===== src/rtl/buart_pkg.sv =====
// buart_pkg: FSM encoding and frame constants shared by buart_fifo.
// Define BUART_PARITY_EN to add an even-parity bit to every frame.
package buart_pkg;

    localparam int MIN_DIV   = 4;
    localparam int DATA_BITS = 8;

`ifdef BUART_PARITY_EN
    localparam int FRAME_BITS = 11;
    typedef enum logic [2:0] {
        S_IDLE, S_START, S_DATA, S_PARITY, S_STOP
    } state_t;
    localparam state_t AFTER_DATA = S_PARITY;
`else
    localparam int FRAME_BITS = 10;
    typedef enum logic [2:0] {
        S_IDLE, S_START, S_DATA, S_STOP
    } state_t;
    localparam state_t AFTER_DATA = S_STOP;
`endif

endpackage


===== src/rtl/sync_fifo.sv =====
// sync_fifo: single-clock FIFO with first-word fall-through read data.
// Push on a full FIFO is accepted only when a pop happens in the same cycle.
module sync_fifo #(
    parameter int WIDTH = 8,
    parameter int AW    = 4
) (
    input  logic             clk,
    input  logic             resetq,
    input  logic             push,
    input  logic [WIDTH-1:0] din,
    input  logic             pop,
    output logic [WIDTH-1:0] dout,
    output logic             full,
    output logic             empty,
    output logic [AW:0]      count
);

    localparam int DEPTH = 1 << AW;

    logic [WIDTH-1:0] mem [DEPTH];
    logic [AW-1:0]    wptr;
    logic [AW-1:0]    rptr;
    logic             do_push;
    logic             do_pop;

    assign empty   = (count == '0);
    assign full    = (count == (AW+1)'(DEPTH));
    assign do_pop  = pop && !empty;
    assign do_push = push && (!full || do_pop);
    assign dout    = empty ? '0 : mem[rptr];

    // Storage write; no reset needed since reads are gated by empty.
    always_ff @(posedge clk) begin
        if (do_push) mem[wptr] <= din;
    end

    // Pointer and occupancy bookkeeping.
    always_ff @(posedge clk or negedge resetq) begin
        if (!resetq) begin
            wptr  <= '0;
            rptr  <= '0;
            count <= '0;
        end else begin
            if (do_push) wptr <= wptr + AW'(1);
            if (do_pop)  rptr <= rptr + AW'(1);
            unique case ({do_push, do_pop})
                2'b10:   count <= count + (AW+1)'(1);
                2'b01:   count <= count - (AW+1)'(1);
                default: count <= count;
            endcase
        end
    end

endmodule


===== src/rtl/buart_fifo.sv =====
// buart_fifo: UART with programmable divider, TX/RX FIFOs and error flags.
// Define BUART_PARITY_EN for 8E1 frames; otherwise frames are 8N1.
module buart_fifo
    import buart_pkg::*;
#(
    parameter int CLK_DIV = 217,
    parameter int DIV_W   = 16,
    parameter int FIFO_AW = 4
) (
    input  logic             clk,
    input  logic             resetq,
    input  logic             rx,
    output logic             tx,
    input  logic             wr,
    input  logic [7:0]       tx_data,
    input  logic             rd,
    output logic [7:0]       rx_data,
    output logic             valid,
    output logic             tx_full,
    output logic             busy,
    input  logic             div_we,
    input  logic [DIV_W-1:0] div_di,
    output logic [DIV_W-1:0] div_do,
    input  logic             err_clr,
    output logic             frame_err,
    output logic             overrun
);

    localparam int BIT_W = $clog2(FRAME_BITS);
    localparam logic [BIT_W-1:0] LAST_DATA = BIT_W'(DATA_BITS);

    logic [DIV_W-1:0] div;
    logic [1:0]       rx_sync;
    logic             rx_s;
    logic             rx_prev;

    state_t           rx_state;
    state_t           rx_next;
    logic [DIV_W-1:0] rx_cnt;
    logic [DIV_W-1:0] rx_div;
    logic [DIV_W-1:0] rx_lim;
    logic [BIT_W-1:0] rx_bit;
    logic [7:0]       rx_sh;
    logic             rx_tick;
    logic             rx_pbad;
    logic             rx_push;
    logic             rx_full;
    logic             rx_empty;
    logic [FIFO_AW:0] rx_count;
    logic             fe_set;
    logic             ovr_set;

    state_t           tx_state;
    state_t           tx_next;
    logic [DIV_W-1:0] tx_cnt;
    logic [DIV_W-1:0] tx_div;
    logic [BIT_W-1:0] tx_bit;
    logic [7:0]       tx_sh;
    logic [7:0]       tx_head;
    logic             tx_tick;
    logic             tx_pop;
    logic             tx_empty;
    logic [FIFO_AW:0] tx_count;
`ifdef BUART_PARITY_EN
    logic             tx_par;
`endif

    logic             unused_cnt;
    assign unused_cnt = ^{rx_count, tx_count};

    // Divider register, clamped so every bit spans at least MIN_DIV clocks.
    always_ff @(posedge clk or negedge resetq) begin
        if (!resetq)
            div <= DIV_W'(CLK_DIV);
        else if (div_we)
            div <= (div_di < DIV_W'(MIN_DIV)) ? DIV_W'(MIN_DIV) : div_di;
    end
    assign div_do = div;

    // Two-flop synchroniser plus one delayed copy for edge detection.
    always_ff @(posedge clk or negedge resetq) begin
        if (!resetq) begin
            rx_sync <= 2'b11;
            rx_prev <= 1'b1;
        end else begin
            rx_sync <= {rx_sync[0], rx};
            rx_prev <= rx_sync[1];
        end
    end
    assign rx_s = rx_sync[1];

    assign rx_lim  = (rx_state == S_START) ? (rx_div >> 1) : rx_div;
    assign rx_tick = (rx_state != S_IDLE) && (rx_cnt == rx_lim - DIV_W'(1));

    // RX state register with bit timer, bit index and shift register.
    always_ff @(posedge clk or negedge resetq) begin
        if (!resetq) begin
            rx_state <= S_IDLE;
            rx_cnt   <= '0;
            rx_div   <= DIV_W'(CLK_DIV);
            rx_bit   <= '0;
            rx_sh    <= '0;
        end else begin
            rx_state <= rx_next;
            rx_cnt   <= (rx_tick || rx_state == S_IDLE) ? '0 : rx_cnt + DIV_W'(1);
            if (rx_state == S_IDLE) begin
                rx_div <= div;
                rx_bit <= '0;
            end else if (rx_tick) begin
                rx_bit <= rx_bit + BIT_W'(1);
            end
            if (rx_tick && rx_state == S_DATA)
                rx_sh <= {rx_s, rx_sh[7:1]};
        end
    end

`ifdef BUART_PARITY_EN
    // Received parity must equal the even parity of the data byte.
    always_ff @(posedge clk or negedge resetq) begin
        if (!resetq)
            rx_pbad <= 1'b0;
        else if (rx_state == S_IDLE)
            rx_pbad <= 1'b0;
        else if (rx_tick && rx_state == S_PARITY)
            rx_pbad <= rx_s ^ (^rx_sh);
    end
`else
    assign rx_pbad = 1'b0;
`endif

    // RX next-state: a start that reads high at mid-bit is a glitch.
    always_comb begin
        rx_next = rx_state;
        unique case (rx_state)
            S_IDLE:   if (rx_prev && !rx_s) rx_next = S_START;
            S_START:  if (rx_tick) rx_next = rx_s ? S_IDLE : S_DATA;
            S_DATA:   if (rx_tick && rx_bit == LAST_DATA) rx_next = AFTER_DATA;
`ifdef BUART_PARITY_EN
            S_PARITY: if (rx_tick) rx_next = S_STOP;
`endif
            S_STOP:   if (rx_tick) rx_next = S_IDLE;
            default:  rx_next = S_IDLE;
        endcase
    end

    // RX outputs: decide at the stop sample whether to push or flag.
    always_comb begin
        rx_push = 1'b0;
        fe_set  = 1'b0;
        ovr_set = 1'b0;
        if (rx_state == S_STOP && rx_tick) begin
            if (!rx_s || rx_pbad)
                fe_set = 1'b1;
            else if (rx_full && !rd)
                ovr_set = 1'b1;
            else
                rx_push = 1'b1;
        end
    end

    // Sticky error flags; a clear beats a same-cycle set.
    always_ff @(posedge clk or negedge resetq) begin
        if (!resetq) begin
            frame_err <= 1'b0;
            overrun   <= 1'b0;
        end else if (err_clr) begin
            frame_err <= 1'b0;
            overrun   <= 1'b0;
        end else begin
            if (fe_set)  frame_err <= 1'b1;
            if (ovr_set) overrun   <= 1'b1;
        end
    end

    sync_fifo #(.WIDTH(8), .AW(FIFO_AW)) u_rx_fifo (
        .clk    (clk),
        .resetq (resetq),
        .push   (rx_push),
        .din    (rx_sh),
        .pop    (rd),
        .dout   (rx_data),
        .full   (rx_full),
        .empty  (rx_empty),
        .count  (rx_count)
    );
    assign valid = !rx_empty;

    sync_fifo #(.WIDTH(8), .AW(FIFO_AW)) u_tx_fifo (
        .clk    (clk),
        .resetq (resetq),
        .push   (wr),
        .din    (tx_data),
        .pop    (tx_pop),
        .dout   (tx_head),
        .full   (tx_full),
        .empty  (tx_empty),
        .count  (tx_count)
    );

    assign tx_tick = (tx_state != S_IDLE) && (tx_cnt == tx_div - DIV_W'(1));

    // TX state register; a pop loads the next byte and its divider.
    always_ff @(posedge clk or negedge resetq) begin
        if (!resetq) begin
            tx_state <= S_IDLE;
            tx_cnt   <= '0;
            tx_div   <= DIV_W'(CLK_DIV);
            tx_bit   <= '0;
            tx_sh    <= '0;
`ifdef BUART_PARITY_EN
            tx_par   <= 1'b0;
`endif
        end else begin
            tx_state <= tx_next;
            tx_cnt   <= (tx_tick || tx_state == S_IDLE) ? '0 : tx_cnt + DIV_W'(1);
            if (tx_pop) begin
                tx_sh  <= tx_head;
                tx_div <= div;
                tx_bit <= '0;
`ifdef BUART_PARITY_EN
                tx_par <= ^tx_head;
`endif
            end else if (tx_tick) begin
                tx_bit <= tx_bit + BIT_W'(1);
                if (tx_state == S_DATA) tx_sh <= tx_sh >> 1;
            end
        end
    end

    // TX next-state: chain straight into the next start when data waits.
    always_comb begin
        tx_next = tx_state;
        unique case (tx_state)
            S_IDLE:   if (!tx_empty) tx_next = S_START;
            S_START:  if (tx_tick) tx_next = S_DATA;
            S_DATA:   if (tx_tick && tx_bit == LAST_DATA) tx_next = AFTER_DATA;
`ifdef BUART_PARITY_EN
            S_PARITY: if (tx_tick) tx_next = S_STOP;
`endif
            S_STOP:   if (tx_tick) tx_next = tx_empty ? S_IDLE : S_START;
            default:  tx_next = S_IDLE;
        endcase
    end

    // TX outputs: line level per state and FIFO pop at frame boundaries.
    always_comb begin
        tx     = 1'b1;
        tx_pop = 1'b0;
        unique case (tx_state)
            S_IDLE:   tx_pop = !tx_empty;
            S_START:  tx = 1'b0;
            S_DATA:   tx = tx_sh[0];
`ifdef BUART_PARITY_EN
            S_PARITY: tx = tx_par;
`endif
            S_STOP:   tx_pop = tx_tick && !tx_empty;
            default:  tx = 1'b1;
        endcase
    end

    assign busy = !tx_empty || (tx_state != S_IDLE);

endmodule


===== config.mk =====
export PLATFORM = sky130hd
export DESIGN_NAME = buart_fifo
export DESIGN_NICKNAME = d
export VERILOG_FILES = /design/src/rtl/buart_pkg.sv /design/src/rtl/sync_fifo.sv /design/src/rtl/buart_fifo.sv
export SDC_FILE = /design/constraint.sdc
export NUM_CORES = 1
export LEC_CHECK = 0
export BUFFER_PORTS_ARGS = -buffer_cell sky130_fd_sc_hd__buf_2
export CORE_MARGIN = 5
export CORE_UTILIZATION = 56
export CTS_CLUSTER_SIZE = 30
export DETAILED_ROUTE_END_ITERATION = 12
export PLACE_DENSITY = 0.88
export SLEW_MARGIN = 20
export SYNTH_ARGS = -nofsm -noshare
export SYNTH_HDL_FRONTEND = slang
export SYNTH_HIERARCHICAL = 1
export SYNTH_SLANG_ARGS = --single-unit

===== constraint.sdc =====
create_clock -name clk -period 4.9 [get_ports clk]
set_input_delay 0.245 -clock clk [delete_from_list [all_inputs] [get_ports clk]]
set_output_delay 0.245 -clock clk [all_outputs]
set_load 0.01 [all_outputs]

==> results of run 1 <==
## per-layer routing
metal  wire, um  up-vias  global-route usage [%]
met5          0        -                       0
met2      20800      414                    38.5
met1      16400     5761                    28.4
met3       1830      100                    3.07
li1           -     5162                       -
met4       1250        0                    6.60
## worst max-delay path, delay by kind of cell (launching register included)
family,cells,cell delay [ps]
xor gates and xnor gates,1,170
AOI/OAI and AO/OA,5,1040
and+or+nand+nor,7,1690
buffers and inverters,4,450
adders and majority gates,2,580
muxes,1,290
DFF,1,370
## flip-flops by register name, indices dropped and copies added (netlist names), 2 cells and up
signal and cells:
rx_sync 2, u_rx_fifo/rptr 4, rx_state 2, tx_bit 4, u_rx_fifo/mem 128, rx_cnt 16, tx_div 16, u_tx_fifo/mem 128
u_tx_fifo/wptr 4, u_tx_fifo/count 5, u_rx_fifo/wptr 4, rx_div 16, tx_cnt 16, tx_sh 8, rx_sh 8, rx_bit 4
u_rx_fifo/count 5, div_do 16, tx_state 2, u_tx_fifo/rptr 4
## cells in the mapped netlist, drive strengths merged, types with 4 or more instances
master and count:
edfxtp 256, dfrtp 121, nand2 83, nor2 75
mux4 64, inv 52, nand3 52, xnor2 51
mux2 44, a211oi 37, mux2i 35, buf 33
clkbuf 31, xor2 31, ha 28, nor4 23
o21ai 23, and2 22, a21oi 21, nor2b 21
dfstp 18, nor3 18, nand4 16, a31oi 13
and3 10, nand2b 10, or3 9, or4 9
or2 8, a2111oi 6, nand3b 6, nor3b 6
o211ai 6, a211o 5, a21o 5, o2bb2ai 5
and3b 4, nand4b 4, o31ai 4
## path summary, 6_finish.rpt
kind | startpoint | endpoint | cells past startpoint
worst max-delay path | rx_state[1]$_DFFE_PN0P_ | u_rx_fifo/count[4]$_DFFE_PN0P_ | 20
worst min-delay path | div_di[10] | div_do[10]$_DFFE_PN0P_ | 2
worst max register to register | rx_state[1]$_DFFE_PN0P_ | u_rx_fifo/count[4]$_DFFE_PN0P_ | 20
worst min register to register | rx_sync[0]$_DFF_PN1_ | rx_sync[1]$_DFF_PN1_ | 0
max in group asynchronous | resetq | u_rx_fifo/rptr[3]$_DFFE_PN0N_ | 3
min in group asynchronous | resetq | tx_cnt[10]$_DFF_PN0_ | 2
## final cells by class
cell class	instances	area [um2]	area share [%]
diodes	1	2.50	0.0119
clock buffers	50	1090	5.20
clock inverters	22	264	1.26
inverters	52	195	0.931
multi-input cells	800	6880	32.8
flip-flops and latches	395	11200	53.4
well taps	442	553	2.64
repair buffers	117	777	3.71
## metrics by stage
stage	TNS (ps)	worst slack [ps]	instance area, um2	total power (uW)	cells
2_1_floorplan	0	112	18500	7540	1311
3_5_place_dp	-488	-171	19300	8470	1781
4_1_cts	0	11.3	20900	11600	1871
3_3_place_gp	0	234	19300	8280	1781
5_1_grt	-156	-82.5	21000	12300	1879
6_report	0	161	21000	11700	1879
## power groups by stage
stage	clock network, uW	logic [uW]	registers (uW)
6_report	3110	3820	4750
5_1_grt	3300	4140	4820
4_1_cts	3150	3750	4720
3_5_place_dp	0	3690	4780
3_3_place_gp	0	3550	4740
2_1_floorplan	0	3150	4380
## kinds of logic after synthesis
| kind of cell | after synthesis | synth area share (%) |
|---|---|---|
| DFF | 395 | 60.4 |
| and+or+nand+nor | 386 | 11.2 |
| AOI/OAI and AO/OA | 157 | 6.57 |
| muxes | 143 | 12.8 |
| buffers and inverters | 116 | 2.83 |
| xor gates and xnor gates | 84 | 4.12 |
| adders and majority gates | 30 | 2.11 |
## repair_timing
| action | CTS | global route |
|---|---|---|
| resized for setup | 3 | 8 |
| pin swaps | 2 | 3 |
| hold buffers | 17 | 0 |
| endpoints found under the hold margin | 98 | 0 |
| setup endpoints to repair | 34 | 132 |
| setup buffers | 1 | 7 |
==> flow_summary.yaml, run 1 <==
status:
  result_of_the_run: "completed"
power:
  total_switching_power_uw: 4010
  worst_case_vdd_ir_drop_uv: 554
  internal-power_uw: 7670
  p_per_area_mw_per_mm2: 557
  clkPwrFrac_pct: 26.6
  sw_frac_of_total_pct: 34.3
  power.share.combinational_pct: 32.7
  seq_power_share_pct: 40.6
  power.static_leakage_uw: 0.00807
floorplanning:
  floorplan.io_pins: 61
  core-area_mm2: 0.0326
  floorplan.die.width_um: 192
  floorplan.initialDensity_pct: 56.8
  std_cell_rows: 66
  die_area_mm2: 0.0368
  die_h_um: 192
logic_synthesis:
  syn-mean-instance-area_um2: 14.1
  synthDominantAreaCellType: "edfxtp_1"
  synth.area.top_cells: "edfxtp_1 (42%), dfrtp_1 (16%), mux4_2 (6.8%), dfstp_2 (2.6%), xnor2_1 (2.4%)"
  yosys.area.top_type_share_pct: 41.5
  synthArstFlopShare_pct: 35.2
  yosysSeqAreaShare_pct: 60.4
  synth.distinct_cells: 86
  postSynthCellCount: 1311
  synth.cell_area_mm2: 0.0185
  mappedNetlistNets: 1372
  dominantRegCellSynth: "edfxtp_1"
  synth.yosys.warnings: 6
  ys_seq_elements: 395
  synth_enable_flop_cells: 256
final_layout:
  final_cell_mix: "edfxtp_1 (256), dfrtp_1 (117), nand2_1 (83)"
  drive_above_1_share_pct: 22.5
  finalNetCount: 1466
  mostFrequentLayoutCell: "edfxtp_1"
  final_util_pct: 64.3
  fillCellCount: 2207
  syn2layout_area_growth_pct: 13.2
timing:
  clock_skew_ps: 10.6
  final-max-slew-violation-count: 0
  timing.final.crit_period_ps: 4740
  worst-slew-pin-transition_ps: 939
  fin_crit_sh_pct: 96.7
  setup_viol_count_final: 0
  holdWs_ps: 27.2
  maxClockFrequency_mhz: 211
  final-hold-violation-count: 0
  timing.max_slew.rel_slack_pct: 37.4
critical_path:
  critPathMaxFanout: 6
  critPathKind: "reg -> reg"
  cp.arrival_ps: 5120
  flop_to_flop_setup_slack_ps: 160
  crit_path_frequent_cell: "inv_1"
  cpPeakStageDelay_ps: 400
  worst_setup_path_end_kind: "flip-flop"
  cp_slowest_cell: "a2111o_1"
  cp_data_required_time_ps: 5280
  path_cells: "and2b_2, mux2i_2, ha_1, inv_1, a2111oi_4, buf_4, a31oi_1, nor4_2, xnor2_2, nand3b_1, nor4_4, and4b_2, inv_1, nand2b_1, inv_1, ha_1, nand2b_1, a2111o_1, o211ai_1, o211ai_1"
  critPathLaunchType: "flip-flop"
global_route:
  residual_overflow_from_global_routing: 0
  grt_antenna_before_repair: 1
  wire_length_of_the_first_global_routing_pass_um: 63700
  grt_start_max_net_pins: 89
  number_of_global_route_vias_before_repair: 11629
  grtUsageTotal_pct: 21.8
cts:
  clock_tree_from_tritoncts: "yes"
  tritoncts.num_buffers: 39
  cts-htree-levels: 2
  clock-sinks: 395
  clock_tree.root_cell: "clkbuf_16"
  worstSkewPairLatency_ps: 530
  clk_pin_slew_worst_paths_ps: 70
  cts-root-to-sink-buffers: 3
placed_design:
  detailed_place_hpwl_um: 26000
  place.port_buffers: 60
  globalplace.congestion: 0.963
drt:
  avgRoutedWirePerCell_um: 21.4
  post-route-drc-count: 0
  drt_pass1_iterations: 5
  drtAntennaViolNets: 0
  detailroute.via_count: 11437
  totalWireLength_um: 40300
  post_drt_via_cell_ratio: 6.09
  detailedRoute.firstIterationViolations: 1048
worst_hold_path:
  hold_class: "in -> reg"
job:
  drv.max_cap_violation_count: 0
Power figures use the tool's default switching activity.
==> run 2: changes to the inputs <==
--- a/config.mk
+++ b/config.mk
@@ -11,6 +11,7 @@
 export CTS_CLUSTER_SIZE = 30
 export DETAILED_ROUTE_END_ITERATION = 12
 export PLACE_DENSITY = 0.88
+export REMOVE_ABC_BUFFERS = 1
 export SLEW_MARGIN = 20
 export SYNTH_ARGS = -nofsm -noshare
 export SYNTH_HDL_FRONTEND = slang
==> run 2 against run 1 <==
Effect of this change:
- sequential power is 1% higher
- sequential share of layout area hardly changed
- setup slack better by 41 ps
- clock skew is 5.6 ps higher
- critical path depth stayed put
- final area hardly changed
- non-clock buffer count is 1 lower
- core utilization hardly changed
- critical endpoint unchanged
- largest cell class unchanged
==> flow_summary.yaml, run 2 (synthesized netlist as in run 1, its figures left out) <==
worst_hold_path:
  min_path_cells: 3
  hold_class: "in -> reg"
  hold-path-endpoint: "u_tx_fifo/count[4]$_DFFE_PN0P_"
  worst_min_path_start: "wr"
critical_path:
  worst_setup_path_end_kind: "flip-flop"
  path_cells: "and2b_2, mux2i_4, ha_2, inv_1, a2111oi_2, buf_4, a31oi_1, nor4_2, xnor2_2, nand3b_1, nor4_4, and4b_1, inv_1, nand2b_1, inv_1, ha_1, nand2b_1, a2111o_1, o31a_1, o211ai_1"
  regToRegStartpoint: "rx_state[1]$_DFFE_PN0P_"
  worst_r2r_path_depth: 20
  cp.arrival_ps: 5130
  cp_slowest_cell: "dfrtp_2"
  critPathLaunchType: "flip-flop"
  crit_path_frequent_cell: "inv_1"
  cpPeakStageDelay_ps: 450
  critPathKind: "reg -> reg"
  cp_data_required_time_ps: 5330
  critPathMaxFanout: 10
  flop_to_flop_setup_slack_ps: 200
  critical_path.reg2reg.endpoint: "u_rx_fifo/count[4]$_DFFE_PN0P_"
floorplanning:
  std_cell_rows: 66
  core-area_mm2: 0.0326
  die_area_mm2: 0.0368
  floorplan.io_pins: 61
  die_h_um: 192
  floorplan.initialDensity_pct: 56.8
  floorplan.die.width_um: 192
final_layout:
  syn2layout_area_growth_pct: 13.2
  final_cell_mix: "edfxtp_1 (256), dfrtp_1 (116), nand2_1 (83)"
  drive_above_1_share_pct: 22.8
  finalNetCount: 1466
  largestRegisters: "u_rx_fifo/mem: 128 flops, u_tx_fifo/mem: 128 flops"
  finalInstanceArea_mm2: 0.0210
  insertedDiodeCount: 0
  mostFrequentLayoutCell: "edfxtp_1"
  fillCellCount: 2237
  layout.area.seq_mm2: 0.0112
  finalNonFillerCells: 1878
  multiInputGateArea_mm2: 0.00689
drt:
  post-route-drc-count: 0
  totalWireLength_um: 40400
  post_drt_via_cell_ratio: 6.10
  detailroute.via_count: 11465
  detailedRoute.firstIterationViolations: 1017
  drtAntennaViolNets: 0
  avgRoutedWirePerCell_um: 21.5
  drt_pass1_iterations: 5
cts:
  clock-sinks: 395
  clk_pin_slew_worst_paths_ps: 60
  cts-htree-levels: 2
  cts-root-to-sink-buffers: 3
  tritoncts.num_buffers: 40
  clock_tree_from_tritoncts: "yes"
  worstSkewPairLatency_ps: 540
  clock_tree.root_cell: "clkbuf_16"
job:
  drv.max_cap_violation_count: 0
global_route:
  grt_start_max_net_pins: 95
  number_of_global_route_vias_before_repair: 11626
  grt_antenna_before_repair: 0
  grtUsageTotal_pct: 22.4
  residual_overflow_from_global_routing: 0
  wire_length_of_the_first_global_routing_pass_um: 64500
timing:
  clock_skew_ps: 16.2
  fin_crit_sh_pct: 95.9
  setup_viol_count_final: 0
  worst-slew-pin-transition_ps: 826
  rsz0062_at_grt: "yes"
  final-max-slew-violation-count: 0
  timing.final.crit_period_ps: 4700
  maxClockFrequency_mhz: 213
  timing.max_slew.rel_slack_pct: 44.9
  final-hold-violation-count: 0
power:
  power.static_leakage_uw: 0.00808
  total_power_uw: 11700
  worst_case_vdd_ir_drop_uv: 440
  p_per_area_mw_per_mm2: 557
placed_design:
  placed_cells: 1782
  globalplace.congestion: 0.974
  dpl_cell_area_mm2: 0.0193
  place.port_buffers: 60
  detailed_place_hpwl_um: 26000
status:
  result_of_the_run: "completed"
[run 2: timing repair]
| action | in CTS | in global routing |
|---|---|---|
| hold buffers | 18 | 0 |
| endpoints found under the setup margin | 1 | 164 |
| hold endpoints to repair | 95 | 0 |
| setup buffers | 0 | 5 |
| pin swaps | 0 | 4 |
| gates resized for setup | 1 | 14 |
[run 2: report_power, final]
group	total, uW	switching [uW]	internal (uW)
registers	4800	777	4030
clock network	3110	1250	1850
logic	3760	1970	1790
total	11700	4000	7670
[run 2: worst max path at each step]
stage	from	endpoint	slack, ps
2_1_floorplan	rx_state[1]$_DFFE_PN0P_	u_rx_fifo/mem[3][0]$_DFFE_PP_	-130
3_3_place_gp	rx_state[0]$_DFFE_PN0P_	u_rx_fifo/count[4]$_DFFE_PN0P_	360
3_5_place_dp	rx_state[0]$_DFFE_PN0P_	u_rx_fifo/count[4]$_DFFE_PN0P_	80
4_1_cts	rx_state[0]$_DFFE_PN0P_	u_rx_fifo/count[4]$_DFFE_PN0P_	100
5_1_grt	rx_state[1]$_DFFE_PN0P_	u_rx_fifo/count[4]$_DFFE_PN0P_	-20
6_report	rx_state[1]$_DFFE_PN0P_	u_rx_fifo/count[4]$_DFFE_PN0P_	200
[run 2: per-layer routing]
| metal | vias up | GRT usage, % | part of all wire [%] |
|---|---|---|---|
| met5 | - | 0 | 0 |
| met4 | 0 | 7.87 | 3.4 |
| met3 | 113 | 3.29 | 5.8 |
| li1 | 5161 | - | - |
| met2 | 410 | 38.2 | 51 |
| met1 | 5781 | 29.6 | 40 |
[run 2: worst max-delay path: cells and delay by family, from the launching register on]
family          cells  cell delay [ps]
simple gates        7             1700
mux                 1              260
buf+inv             4              430
xor+xnor            1              140
fa+ha+maj           2              550
flops               1              450
compound gates      5             1060
[run 2: final cells by class]
cell class	count	area share (%)
Sequential cell	395	53.4
Multi-Input combinational cell	800	32.8
Clock buffer	48	5.16
Timing Repair Buffer	116	3.68
Tap cell	442	2.64
Clock inverter	25	1.34
Inverter	52	0.931
[run 2: through the flow]
| stage | setup TNS [ps] | setup slack [ps] | hold slack (ps) | util, % |
|---|---|---|---|---|
| 6_report | 0 | 202 | 66.2 | 64.3 |
| 5_1_grt | -20.0 | -20.0 | 45.0 | 64.3 |
| 4_1_cts | 0 | 99.3 | 40.4 | 63.9 |
| 3_5_place_dp | 0 | 80.7 | 353 | 59.2 |
| 3_3_place_gp | 0 | 355 | 349 | 59.2 |
| 2_1_floorplan | -4460 | -134 | -50.6 | - |
==> run 3: changes to the inputs <==
--- a/config.mk
+++ b/config.mk
@@ -5,7 +5,7 @@
 export SDC_FILE = /design/constraint.sdc
 export NUM_CORES = 1
 export LEC_CHECK = 0
-export BUFFER_PORTS_ARGS = -buffer_cell sky130_fd_sc_hd__buf_2
+export BUFFER_PORTS_ARGS = -buffer_cell sky130_fd_sc_hd__buf_4
 export CORE_MARGIN = 5
 export CORE_UTILIZATION = 56
 export CTS_CLUSTER_SIZE = 30
==> run 3 against run 2 <==
Effect of this change:
- critical path depth unchanged
- largest cell class unchanged
- clock power fell by 2%
- first-iteration DRC count decreased by 9.9%
- sequential power decreased by 1%
- global-route usage fell by 0.16 points
- die area stayed put
- combinational power is 4% higher
- sequential share of layout area is 0.31 points lower
- fmax up 1.5%
- final area is 0.53% higher
- critical endpoint unchanged
- highest routed layer unchanged
- count of clock-buffer cells in the layout is 11 higher
==> flow_summary.yaml, run 3 (synthesized netlist as in run 1, its figures left out) <==
drt:
  post-route-drc-count: 0
  post_drt_via_cell_ratio: 6.17
  totalWireLength_um: 40500
  avgRoutedWirePerCell_um: 21.5
  detailroute.via_count: 11591
  detailedRoute.firstIterationViolations: 916
  drtAntennaViolNets: 0
  drt_pass1_iterations: 5
cts:
  clock_tree_from_tritoncts: "yes"
  clk_pin_slew_worst_paths_ps: 60
  worstSkewPairLatency_ps: 530
  cts-root-to-sink-buffers: 3
  tritoncts.num_buffers: 40
  cts-htree-levels: 2
  clock_tree.root_cell: "clkbuf_16"
  clock-sinks: 395
floorplanning:
  std_cell_rows: 66
  die_area_mm2: 0.0368
  floorplan.initialDensity_pct: 56.8
  die_h_um: 192
  core-area_mm2: 0.0326
  floorplan.io_pins: 61
  floorplan.die.width_um: 192
timing:
  rsz0062_at_grt: "no"
  worst-slew-pin-transition_ps: 810
  final-hold-violation-count: 0
  setup_viol_count_final: 0
  timing.max_slew.rel_slack_pct: 46.0
  clock_skew_ps: 17.6
  holdWs_ps: 45.8
  maxClockFrequency_mhz: 216
  fin_crit_sh_pct: 94.4
  final-max-slew-violation-count: 0
  timing.final.crit_period_ps: 4630
critical_path:
  cp.arrival_ps: 5060
  worst_setup_path_end_kind: "flip-flop"
  critPathLaunchType: "flip-flop"
  critPathMaxFanout: 8
  critPathKind: "reg -> reg"
  cp_data_required_time_ps: 5340
final_layout:
  layout.area.seq_mm2: 0.0112
  multiInputGateArea_mm2: 0.00688
  drive_above_1_share_pct: 22.3
  final_cell_mix: "edfxtp_1 (256), dfrtp_1 (120), buf_4 (98)"
  largestRegisters: "u_rx_fifo/mem: 128 flops, u_tx_fifo/mem: 128 flops"
  mostFrequentLayoutCell: "edfxtp_1"
  syn2layout_area_growth_pct: 13.8
  insertedDiodeCount: 0
  fillCellCount: 2214
  finalNetCount: 1467
  finalInstanceArea_mm2: 0.0211
global_route:
  residual_overflow_from_global_routing: 0
  grtUsageTotal_pct: 22.2
  wire_length_of_the_first_global_routing_pass_um: 64700
  grt_start_max_net_pins: 91
  grt_antenna_before_repair: 0
  number_of_global_route_vias_before_repair: 11951
status:
  result_of_the_run: "completed"
power:
  power.static_leakage_uw: 0.00812
  worst_case_vdd_ir_drop_uv: 495
  p_per_area_mw_per_mm2: 554
placed_design:
  detailed_place_hpwl_um: 26300
  dpl_cell_area_mm2: 0.0195
  place.port_buffers: 60
  globalplace.congestion: 0.894
worst_hold_path:
  hold_class: "in -> reg"
job:
  drv.max_cap_violation_count: 0
-- run 3: repair_timing --
action | 4_1_cts | 5_1_grt
endpoints found under the setup margin | 1 | 195
endpoints found under the hold margin | 93 | 0
pin swaps | 0 | 1
setup buffers | 0 | 2
resized for setup | 1 | 12
hold buffers | 18 | 0
-- run 3: per-stage QoR --
step | utilization, % | setup TNS (ps) | cells | total power, uW | setup slack [ps]
after CTS | 64.4 | 0 | 1877 | 11600 | 54.5
after floorplan | - | -4460 | 1247 | 7340 | -134
final | 64.6 | 0 | 1879 | 11700 | 272
after detailed placement | 59.7 | 0 | 1786 | 8560 | 9.37
after global routing | 64.6 | 0 | 1879 | 12300 | 30.1
after global placement | 59.7 | 0 | 1786 | 8370 | 224
-- run 3: power by group --
group | leakage [uW] | total, uW | switching [uW] | internal, uW
sequential | 0.00422 | 4730 | 700 | 4030
clock | 0.000660 | 3040 | 1240 | 1800
combinational | 0.00324 | 3920 | 2080 | 1830
-- run 3: layout make-up --
type	instances	share of cell area [%]
Clock buffer	59	5.67
Clock inverter	14	0.647
Inverter	52	0.926
Multi-Input combinational cell	800	32.6
Sequential cell	395	53.1
Tap cell	442	2.62
Timing Repair Buffer	117	4.40
-- run 3: routing by layer --
| layer | GRT usage [%] | part of all wire, % | vias to the layer above |
|---|---|---|---|
| met4 | 6.93 | 3.2 | 0 |
| met1 | 28.7 | 40 | 5861 |
| met2 | 39.3 | 52 | 452 |
| met3 | 2.89 | 5.5 | 120 |
| met5 | 0 | 0 | - |
| li1 | - | - | 5158 |
-- run 3: final timing paths --
check                                        start                             end  slack, ps  cells after the start
setup / recovery           rx_state[1]$_DFFE_PN0P_  u_rx_fifo/count[4]$_DFFE_PN0P_        270                     20
hold / removal                          tx_data[2]  u_tx_fifo/mem[11][2]$_DFFE_PP_         50                      1
setup reg to reg           rx_state[1]$_DFFE_PN0P_  u_rx_fifo/count[4]$_DFFE_PN0P_        270                     20
hold reg to reg               rx_sync[0]$_DFF_PN1_            rx_sync[1]$_DFF_PN1_        360                      0
max in group asynchronous                   resetq   u_rx_fifo/rptr[3]$_DFFE_PN0N_       3330                      3
min in group asynchronous                   resetq             tx_cnt[0]$_DFF_PN0_        350                      2
-- run 3: critical path, cell delays in order, from the launching register on --
cell and delay, ps:
dfrtp_1 370, and2b_2 310, mux2i_2 280, ha_1 220, inv_1 60, a2111oi_2 210, buf_4 210, nand2_1 70
xnor2_1 200, o2111ai_1 130, or3_1 500, nor4_4 270, and4b_2 300, inv_1 90, nand2b_1 120, inv_1 90
ha_1 330, nand2b_1 110, a2111o_1 400, o31a_1 120, o211ai_1 150
